$ cat src/rtl/pulse_cnt_pkg.sv
// ---------------------------------------------------------------------------
// pulse_cnt_pkg
// Shared definitions for the pulse-count arbiter slice:
//   state_t          arbiter FSM encoding (IDLE, COUNT)
//   DEF_MOD_DEFAULT  period used when the programmed modulo is zero
//   rr_next()        round-robin search for the next requester to grant
// ---------------------------------------------------------------------------
package pulse_cnt_pkg;

   typedef enum logic {
      IDLE  = 1'b0,
      COUNT = 1'b1
   } state_t;

   localparam int DEF_MOD_DEFAULT = 4;
   localparam int MAX_REQ         = 8;
   localparam int MAX_IDX_W       = 3;

   // Returns the first set bit of req searching upward from last+1 with
   // wrap at n. The loop runs from the far end back toward last+1, so the
   // nearest candidate is written last and wins. Callers only use the
   // result when at least one req bit is set.
   function automatic logic [MAX_IDX_W-1:0] rr_next(
      input logic [MAX_REQ-1:0]   req,
      input logic [MAX_IDX_W-1:0] last,
      input int                   n
   );
      logic [MAX_IDX_W-1:0] idx;
      rr_next = last;
      for (int i = n; i > 0; i--) begin
         idx = MAX_IDX_W'((int'(last) + i) % n);
         if (req[idx]) rr_next = idx;
      end
   endfunction

endpackage

$ cat src/rtl/mod_pulse_counter.sv
// ---------------------------------------------------------------------------
// mod_pulse_counter
// Programmable-modulo pulse counter shared by the arbiter.
//   clk, rst     clock and synchronous active-high reset
//   clr          return count to zero (requester abandoned)
//   load_period  capture period and clear the count (grant cycle)
//   period       modulo to capture on load_period
//   inc          count one data pulse
//   cnt          current count, registered
//   term         combinational: inc arrives while cnt == period-1
// ---------------------------------------------------------------------------
module mod_pulse_counter
   import pulse_cnt_pkg::*;
#(
   parameter int CNT_W = 4
) (
   input  logic             clk,
   input  logic             rst,
   input  logic             clr,
   input  logic             load_period,
   input  logic [CNT_W-1:0] period,
   input  logic             inc,
   output logic [CNT_W-1:0] cnt,
   output logic             term
);

   logic [CNT_W-1:0] period_q;

   assign term = inc && (cnt == period_q - CNT_W'(1));

   // NOTE: state registers use non-blocking assignments so every flop
   // samples the pre-edge values of its neighbours.
   always_ff @(posedge clk) begin
      if (rst) begin
         cnt      <= '0;
         period_q <= '0;
      end else if (load_period) begin
         cnt      <= '0;
         period_q <= period;
      end else if (term || clr) begin
         // Wrap happens only on completion, so cnt never reaches period.
         cnt <= '0;
      end else if (inc) begin
         cnt <= cnt + CNT_W'(1);
      end
   end

endmodule

$ cat src/rtl/pulse_cnt_arbiter.sv
// ---------------------------------------------------------------------------
// pulse_cnt_arbiter
// Shares one modulo pulse counter among N_REQ requesters, round-robin.
//   clk, rst  clock and synchronous active-high reset
//   req       per-requester level request, held until done or abandoned
//   data      per-requester data pulse, counted for the granted one only
//   mod_val   count period, sampled in the grant cycle (0 -> DEF_MOD)
//   grant     one-hot registered grant, zero when idle
//   busy      high while counting for a granted requester
//   cnt_out   current count value
//   done      one-cycle pulse: requester reached its period
//   abort     one-cycle pulse: requester dropped req before completing
// ---------------------------------------------------------------------------
module pulse_cnt_arbiter
   import pulse_cnt_pkg::*;
#(
   parameter int N_REQ   = 4,
   parameter int CNT_W   = 4,
   parameter int DEF_MOD = DEF_MOD_DEFAULT
) (
   input  logic             clk,
   input  logic             rst,
   input  logic [N_REQ-1:0] req,
   input  logic [N_REQ-1:0] data,
   input  logic [CNT_W-1:0] mod_val,
   output logic [N_REQ-1:0] grant,
   output logic             busy,
   output logic [CNT_W-1:0] cnt_out,
   output logic [N_REQ-1:0] done,
   output logic [N_REQ-1:0] abort
);

   localparam int IDX_W = (N_REQ > 1) ? $clog2(N_REQ) : 1;

   state_t           state, next_state;
   logic [IDX_W-1:0] last_grant, last_d;
   logic [N_REQ-1:0] grant_d, done_d, abort_d;
   logic [MAX_REQ-1:0] req_ext;
   logic [CNT_W-1:0] period_sel;
   logic             load_period, inc, clr, term;

   // During COUNT last_grant is the index currently being served.
   assign req_ext     = MAX_REQ'(req);
   assign period_sel  = (mod_val == '0) ? CNT_W'(DEF_MOD) : mod_val;
   assign load_period = (state == IDLE) && (|req);
   assign inc         = (state == COUNT) && data[last_grant];
   assign clr         = (state == COUNT) && !req[last_grant];
   assign busy        = (state == COUNT);

   mod_pulse_counter #(.CNT_W(CNT_W)) u_counter (
      .clk         (clk),
      .rst         (rst),
      .clr         (clr),
      .load_period (load_period),
      .period      (period_sel),
      .inc         (inc),
      .cnt         (cnt_out),
      .term        (term)
   );

   // NOTE: every output of this block is assigned a default first, so no
   // path through the case leaves a signal unassigned and infers a latch.
   always_comb begin
      next_state = state;
      grant_d    = grant;
      last_d     = last_grant;
      done_d     = '0;
      abort_d    = '0;
      unique case (state)
         IDLE: begin
            if (|req) begin
               last_d     = IDX_W'(rr_next(req_ext, MAX_IDX_W'(last_grant), N_REQ));
               grant_d    = N_REQ'(1) << last_d;
               next_state = COUNT;
            end
         end
         COUNT: begin
            // Completion outranks a simultaneous req drop.
            if (term) begin
               done_d[last_grant] = 1'b1;
               grant_d            = '0;
               next_state         = IDLE;
            end else if (!req[last_grant]) begin
               abort_d[last_grant] = 1'b1;
               grant_d             = '0;
               next_state          = IDLE;
            end
         end
         default: next_state = IDLE;
      endcase
   end

   always_ff @(posedge clk) begin
      if (rst) begin
         state      <= IDLE;
         grant      <= '0;
         done       <= '0;
         abort      <= '0;
         // Pointing at the top index gives requester 0 first priority.
         last_grant <= IDX_W'(N_REQ - 1);
      end else begin
         state      <= next_state;
         grant      <= grant_d;
         done       <= done_d;
         abort      <= abort_d;
         last_grant <= last_d;
      end
   end

endmodule

$ cat config.mk
export PLATFORM = sky130hd
export DESIGN_NAME = pulse_cnt_arbiter
export DESIGN_NICKNAME = d
export VERILOG_FILES = /design/src/rtl/pulse_cnt_pkg.sv /design/src/rtl/mod_pulse_counter.sv /design/src/rtl/pulse_cnt_arbiter.sv
export SDC_FILE = /design/constraint.sdc
export NUM_CORES = 1
export LEC_CHECK = 0
export ABC_AREA = 1
export ABC_CLOCK_PERIOD_IN_PS = 3900
export CAP_MARGIN = 20
export CORE_MARGIN = 1
export CORE_UTILIZATION = 50
export CTS_BUF_LIST = sky130_fd_sc_hd__clkbuf_8
export CTS_CLUSTER_DIAMETER = 40
export DETAILED_ROUTE_END_ITERATION = 10
export PLACE_DENSITY = 0.81
export SYNTH_ARGS = -nofsm -noshare
export SYNTH_HDL_FRONTEND = slang
export SYNTH_SLANG_ARGS = --single-unit
$ cat constraint.sdc
create_clock -name clk -period 3.9 [get_ports clk]
set_clock_uncertainty 0.1 [all_clocks]
set_input_delay 0.39 -clock clk [delete_from_list [all_inputs] [get_ports clk]]
set_output_delay 0.39 -clock clk [all_outputs]
set_load 0.01 [all_outputs]
**Word-level counts from Yosys, hierarchy flattened**

Index checks and enable logic that the tools add are counted.
Widths: inputs -> output; s select.

- Register bits: 23
- Bits of input ports: 14
- Logic and storage cells: 76

- $add $sub $neg: 6
- Order comparisons: 6
- Equality and inequality tests: 3
- Shift-type cells: 1
- Muxes and demuxes: 29
- Bitwise gates (word level): 6
- Reductions and logical operators: 18

Operators with widths:

| cell | count |
|---|---|
| $lt 3x4->1 const B | 4 |
| $mux 4 | 4 |
| $bmux 1 s3 | 4 |
| $mux 2 | 6 |
| $mux 1 | 10 |
| $pmux 4 s2 | 1 |
| $reduce_or 2->1 | 4 |
| $reduce_or 4->1 | 2 |
| $reduce_or 3->1 | 2 |
| $logic_and 1x1->1 | 5 |
| $add 2x1->2 const B | 2 |
| $add 2x2->2 const B | 2 |
| $add 4x1->4 const B | 1 |
| $and 1x1->1 const A | 4 |
| $bmux 1 s2 | 2 |
| $eq 4x4->1 | 1 |
| $logic_not 4->1 | 1 |
| $reduce_and 2->1 | 2 |
| $shl 1x2->4 const A | 1 |
| $sub 4x1->4 const B | 1 |
| $lt 2x3->1 const B | 1 |
| $ne 3x2->1 const B | 1 |
| $demux 1 s2 | 1 |
| $ge 2x1->1 const B | 1 |
| other kinds (5) | 6 |

**Depth between registers and ports, before layout**

- Depth after elaboration: 14
- Mapped depth: 13
- Depth with buffers taken out: 13

**Hierarchy**

A second synthesis with hierarchy kept.

- Cell total of the unflattened synthesis: 180
- Area total of the unflattened synthesis: 1276.2 µm²

Modules (own cells, without submodules):

| module | instances | cells an instance | area each (µm²) | seq. area each (µm²) |
|---|---|---|---|---|
| pulse_cnt_arbiter | 1 | 117 | 834.6 | 300.3 |
| mod_pulse_counter | 1 | 63 | 441.7 | 160.2 |

**Worst setup path after synthesis**

No wires, ideal clock.

- Kind: register to register
- From: register last_grant[0]
- To: register last_grant[1]
- Setup time: 0.127 ns
- Arrival: 1.428 ns
- Required time: 3.673 ns
- Path slack: 2.245 ns
- Stages on the path, launching flop included: 12
- Path buffers: 0
- Period minus slack after synthesis: 1.655 ns
- Path through: dfxtp_1 -> inv_1 -> ha_1 -> inv_1 -> nand3_1 -> nand2_1 -> nand2_1 -> nand2_1 -> a21oi_2 -> nor2_1 -> nor2_1 -> o21ai_0

- Longest elaborated chain between the ends: 11
- Elaborated cells on any way between the ends: 26
- Classes of those cells: add/sub: 4; mux: 14; bitwise: 4; reduce/logical: 4

Ends and longest elaborated chain:

| what | line | source |
|---|---|---|
| start, declared | pulse_cnt_arbiter.sv:36 | `logic [IDX_W-1:0] last_grant, last_d;` |
| start signal, assigned | pulse_cnt_arbiter.sv:100 | `last_grant <= IDX_W'(N_REQ - 1);` |
| start signal, assigned | pulse_cnt_arbiter.sv:106 | `last_grant <= last_d;` |
| $add 2x1->2 | pulse_cnt_pkg.sv:31 | `idx = MAX_IDX_W'((int'(last) + i) % n);` |
| $reduce_or 2->1 (no line) | - |  |
| $and 1x1->1 (no line) | - |  |
| $bmux 1 s3 | pulse_cnt_pkg.sv:32 | `if (req[idx]) rr_next = idx;` |
| $mux 1 (not written as such) | pulse_cnt_pkg.sv:32 |  |
| $mux 2 (3 in series) | pulse_cnt_pkg.sv:32 |  |
| $mux 2 * | pulse_cnt_pkg.sv:32 |  |
| $mux 2 * | pulse_cnt_arbiter.sv:71 | `if (\|req) begin` |
| $mux 2 * | pulse_cnt_arbiter.sv:69 | `unique case (state)` |

Every way passes the cells marked *; elsewhere a longest branch is shown, timed or not. The select of a mux whose other input is x is not followed.
A chain may end at the register's enable or synchronous reset.

**Final worst setup path**

- From: register last_grant[0]
- To: register grant[0]

- Longest elaborated chain between the ends: 14
- Elaborated cells on any way between the ends: 38
- Classes of those cells: add/sub: 4; eq/ne: 1; shift: 1; mux: 21; bitwise: 4; reduce/logical: 7

Ends and longest elaborated chain:

| what | line | source |
|---|---|---|
| $add 2x1->2 | pulse_cnt_pkg.sv:31 |  |
| $reduce_or 2->1 (no line) | - |  |
| $and 1x1->1 (no line) | - |  |
| $bmux 1 s3 | pulse_cnt_pkg.sv:32 |  |
| $mux 1 (not written as such) | pulse_cnt_pkg.sv:32 |  |
| $mux 2 (4 in series) | pulse_cnt_pkg.sv:32 |  |
| $mux 2 | pulse_cnt_arbiter.sv:71 |  |
| $mux 2 | pulse_cnt_arbiter.sv:69 |  |
| $shl 1x2->4 | pulse_cnt_arbiter.sv:73 | `grant_d = N_REQ'(1) << last_d;` |
| $mux 4 | pulse_cnt_arbiter.sv:71 |  |
| $pmux 4 s2 | pulse_cnt_arbiter.sv:69 |  |
| end signal, assigned | pulse_cnt_arbiter.sv:103 | `grant <= grant_d;` |
| end, declared | pulse_cnt_arbiter.sv:26 | `output logic [N_REQ-1:0] grant,` |

Parallel ways exist; a longest one is shown, timed or not. The select of a mux whose other input is x is not followed.

==> results_dict.tcl <==
set metrics [dict create \
    area_delta_synth_final_pct 29.52 \
    drive_gt1_share_pct 5.714 \
    initial_core_util_pct 54.33 \
    via_per_inst 4.832 \
    synth_cells 179 \
    cts_inserted_buffers 3 \
    cts.htree.levels 1 \
    worstSetupStartpointType "flip-flop" \
    tightest_slew_ns 0.4303 \
    crit_type "flip-flop to flip-flop" \
    post-synth-top-count-cell "nand2_1" \
    synth_edf_count 0 \
    clock_path_buffers 2 \
    grt_overflow 0 \
    numPortBuffers 30 \
    rsz0062_at_grt "no" \
    groute.usage.overall_pct 21.26 \
    combPwrFrac_pct 45.7 \
    slew_viol_final 0 \
    grt_pass1_vias 1064 \
    fillerInstances 196 \
    totalWireLength_mm 2.538 \
    fp.dieH_um 51.50 \
    stdcell_count 238 \
    critPathMaxFanout 13 \
    ys_types 25 \
    ys_ff_latch 23 \
    synthArstFlopShare_pct 0 \
    cts_tree "built" \
    ant_nets 0 \
    slew_headroom_pct 71.27 \
    rows 17 \
    antenna_found_initial 0 \
    hpwl_mm 2.055 \
    maxCapViolations 0 \
    hold_viol 0 \
    fin_crit_sh_pct 55.99 \
    required_ns 3.99 \
    crit_path_end_kind "flip-flop" \
    p_per_area_nw_per_um2 520.4 \
    nNetsFinal 231 \
    avgSynthCellArea_um2 6.843 \
    synth_top_area_share_pct 37.59 \
    max_freq_mhz 457.9 \
    cts_resized 0 \
    yosysTopAreaCell "dfxtp_1" \
    dr.pass1.iters 4 \
    cts-root-buf "clkbuf_8" \
    p_sw_share_pct 40.67 \
    antennaDiodeCount 0 \
    grt_start_max_net_pins 14 \
    fp.coreArea_um2 2255 \
    vdd_drop_max_uv 456.7 \
    post-cts-setup-buffers 0 \
    p_leak_nw 0.7519 \
    internal-power_mw 0.4898 \
    num_vias 1150 \
    clk_pin_slew_ns 0.08 \
    synthFlopType "dfxtp_1" \
    yosysSeqAreaShare_pct 37.59 \
    period_minus_slack_ns 2.184 \
    yosys-top-cells-area "dfxtp_1 38%, nand2_1 13%, inv_1 9.2%" \
    clkPwrFrac_pct 17.6 \
    yosys-top-cells-count "44 x nand2_1, 30 x inv_1, 23 x dfxtp_1, 23 x nor2_1, 12 x a21oi_1" \
    wl_per_cell_um 10.66 \
    drc 0 \
    synthesis.area_um2 1225 \
    io_pins 31 \
    setup_viol 0 \
    synth.net_count 199 \
    drt_iter0_markers 18 \
    clk_latency_ns 0.26 \
    outcome "finished, final reports clean" \
    switchingPower_mw 0.3357 \
    setup_tns_ns 0 \
    fp.dieW_um 51.50 \
    cts_sinks 23 \
    hold_class "flip-flop to flip-flop" \
    seqPwrFrac_pct 36.7 \
    arrival_ns 2.27 \
    cts_hold_buf 0 \
    synth_warnings 0 \
    gp_congestion 0.8206 \
    die-area_um2 2652 \
    dp_cells 234 \
    grt_pass1_wl_mm 4.202 \
]
## sequential cells by signal, indices dropped and copies added, names as in the netlist
name / flops
last_grant: 2
done: 4
busy: 1
u_counter.period_q: 4
u_counter.cnt: 4
grant: 4
abort: 4
## area by class of cell
type                       count  area, um2  share of cell area [%]
multi-input combinational    122      628.1                   39.59
sequential                    23      460.4                   29.02
timing repair buffer          30      300.3                   18.93
inverter                      31      116.4                   7.334
clock buffer                   3      41.29                   2.603
tap                           28      35.03                   2.208
clock inverter                 1      5.005                  0.3155
## through the flow
stage | setup slack (ns) | power (mW) | util [%] | hold WS (ns) | cell area, um2
6_report | 1.716 | 0.8256 | 70.37 | 0.3774 | 1587
3_5_place_dp | 1.686 | 0.6812 | 68.31 | 0.3613 | 1540
5_1_grt | 1.518 | 0.8887 | 70.37 | 0.3914 | 1587
2_1_floorplan | 2.245 | 0.5791 | - | 0.3533 | 1225
3_3_place_gp | 1.710 | 0.6646 | 68.31 | 0.3513 | 1540
4_1_cts | 1.750 | 0.8273 | 70.37 | 0.3785 | 1587
## critical path: stages, from the launching register on
cell	delay (ns)
dfxtp_1	0.59
inv_1	0.22
ha_1	0.37
inv_1	0.08
nand3_1	0.10
nand2_1	0.09
nand2_1	0.07
nand2_1	0.06
nand2_1	0.08
nand2_2	0.11
nand3_1	0.07
a21oi_1	0.16
## cells by family (layout without fill, tap and decap cells)
kind of cell / after synthesis / count (layout) / synth area share, %
XOR/XNOR: 5 / 5 / 3.576
flip-flops: 23 / 23 / 37.59
adder cells (fa/ha/maj): 6 / 6 / 6.129
buffers and inverters: 34 / 65 / 11.13
AND/OR/NAND/NOR: 90 / 90 / 31.56
AO/OA/AOI/OAI: 21 / 21 / 10.01
## power by group through the flow
stage	clock network, mW	registers, mW	logic (mW)
2_1_floorplan	0	0.306	0.273
3_3_place_gp	0	0.306	0.359
3_5_place_dp	0	0.308	0.373
4_1_cts	0.148	0.303	0.376
5_1_grt	0.154	0.308	0.426
6_report	0.145	0.303	0.378
## metal layers
layer | track usage (%) | vias to the layer above | share of wire [%]
li1 | - | 617 | -
met1 | 24.18 | 505 | 47
met2 | 38.96 | 23 | 48
met3 | 4.094 | 5 | 3.4
met4 | 7.658 | 0 | 1.1
met5 | 0 | - | 0
## final timing paths
| path | slack [ns] | to | from | cells after the start |
|---|---|---|---|---|
| setup / recovery | 1.72 | grant[0] | last_grant[0] | 11 |
| hold / removal | 0.38 | grant[3] | grant[3] | 2 |
| setup reg to reg | 1.72 | grant[0] | last_grant[0] | 11 |
| hold reg to reg | 0.38 | grant[3] | grant[3] | 2 |
## placed cells by master, fill, tap and decap left out
cell / netlist / layout
a21oi_1: 12 / 12
a21oi_2: 1 / 1
a21oi_4: 1 / 1
clkbuf_8: 0 / 3
clkdlybuf4s50_1: 0 / 30
clkinv_2: 0 / 1
dfxtp_1: 23 / 23
ha_1: 6 / 6
inv_1: 30 / 30
inv_2: 1 / 1
nand2_1: 44 / 44
nand2_2: 2 / 2
nand3_1: 10 / 10
nand3_2: 1 / 1
nand4_1: 5 / 5
nor2_1: 23 / 23
nor2_2: 2 / 2
nor3_1: 1 / 1
nor3b_1: 1 / 1
o21ai_0: 5 / 5
o21ai_1: 1 / 1
o31ai_1: 1 / 1
or2_0: 1 / 1
xnor2_1: 2 / 2
xor2_1: 3 / 3
No activity file was read; power rests on OpenSTA's default activity.
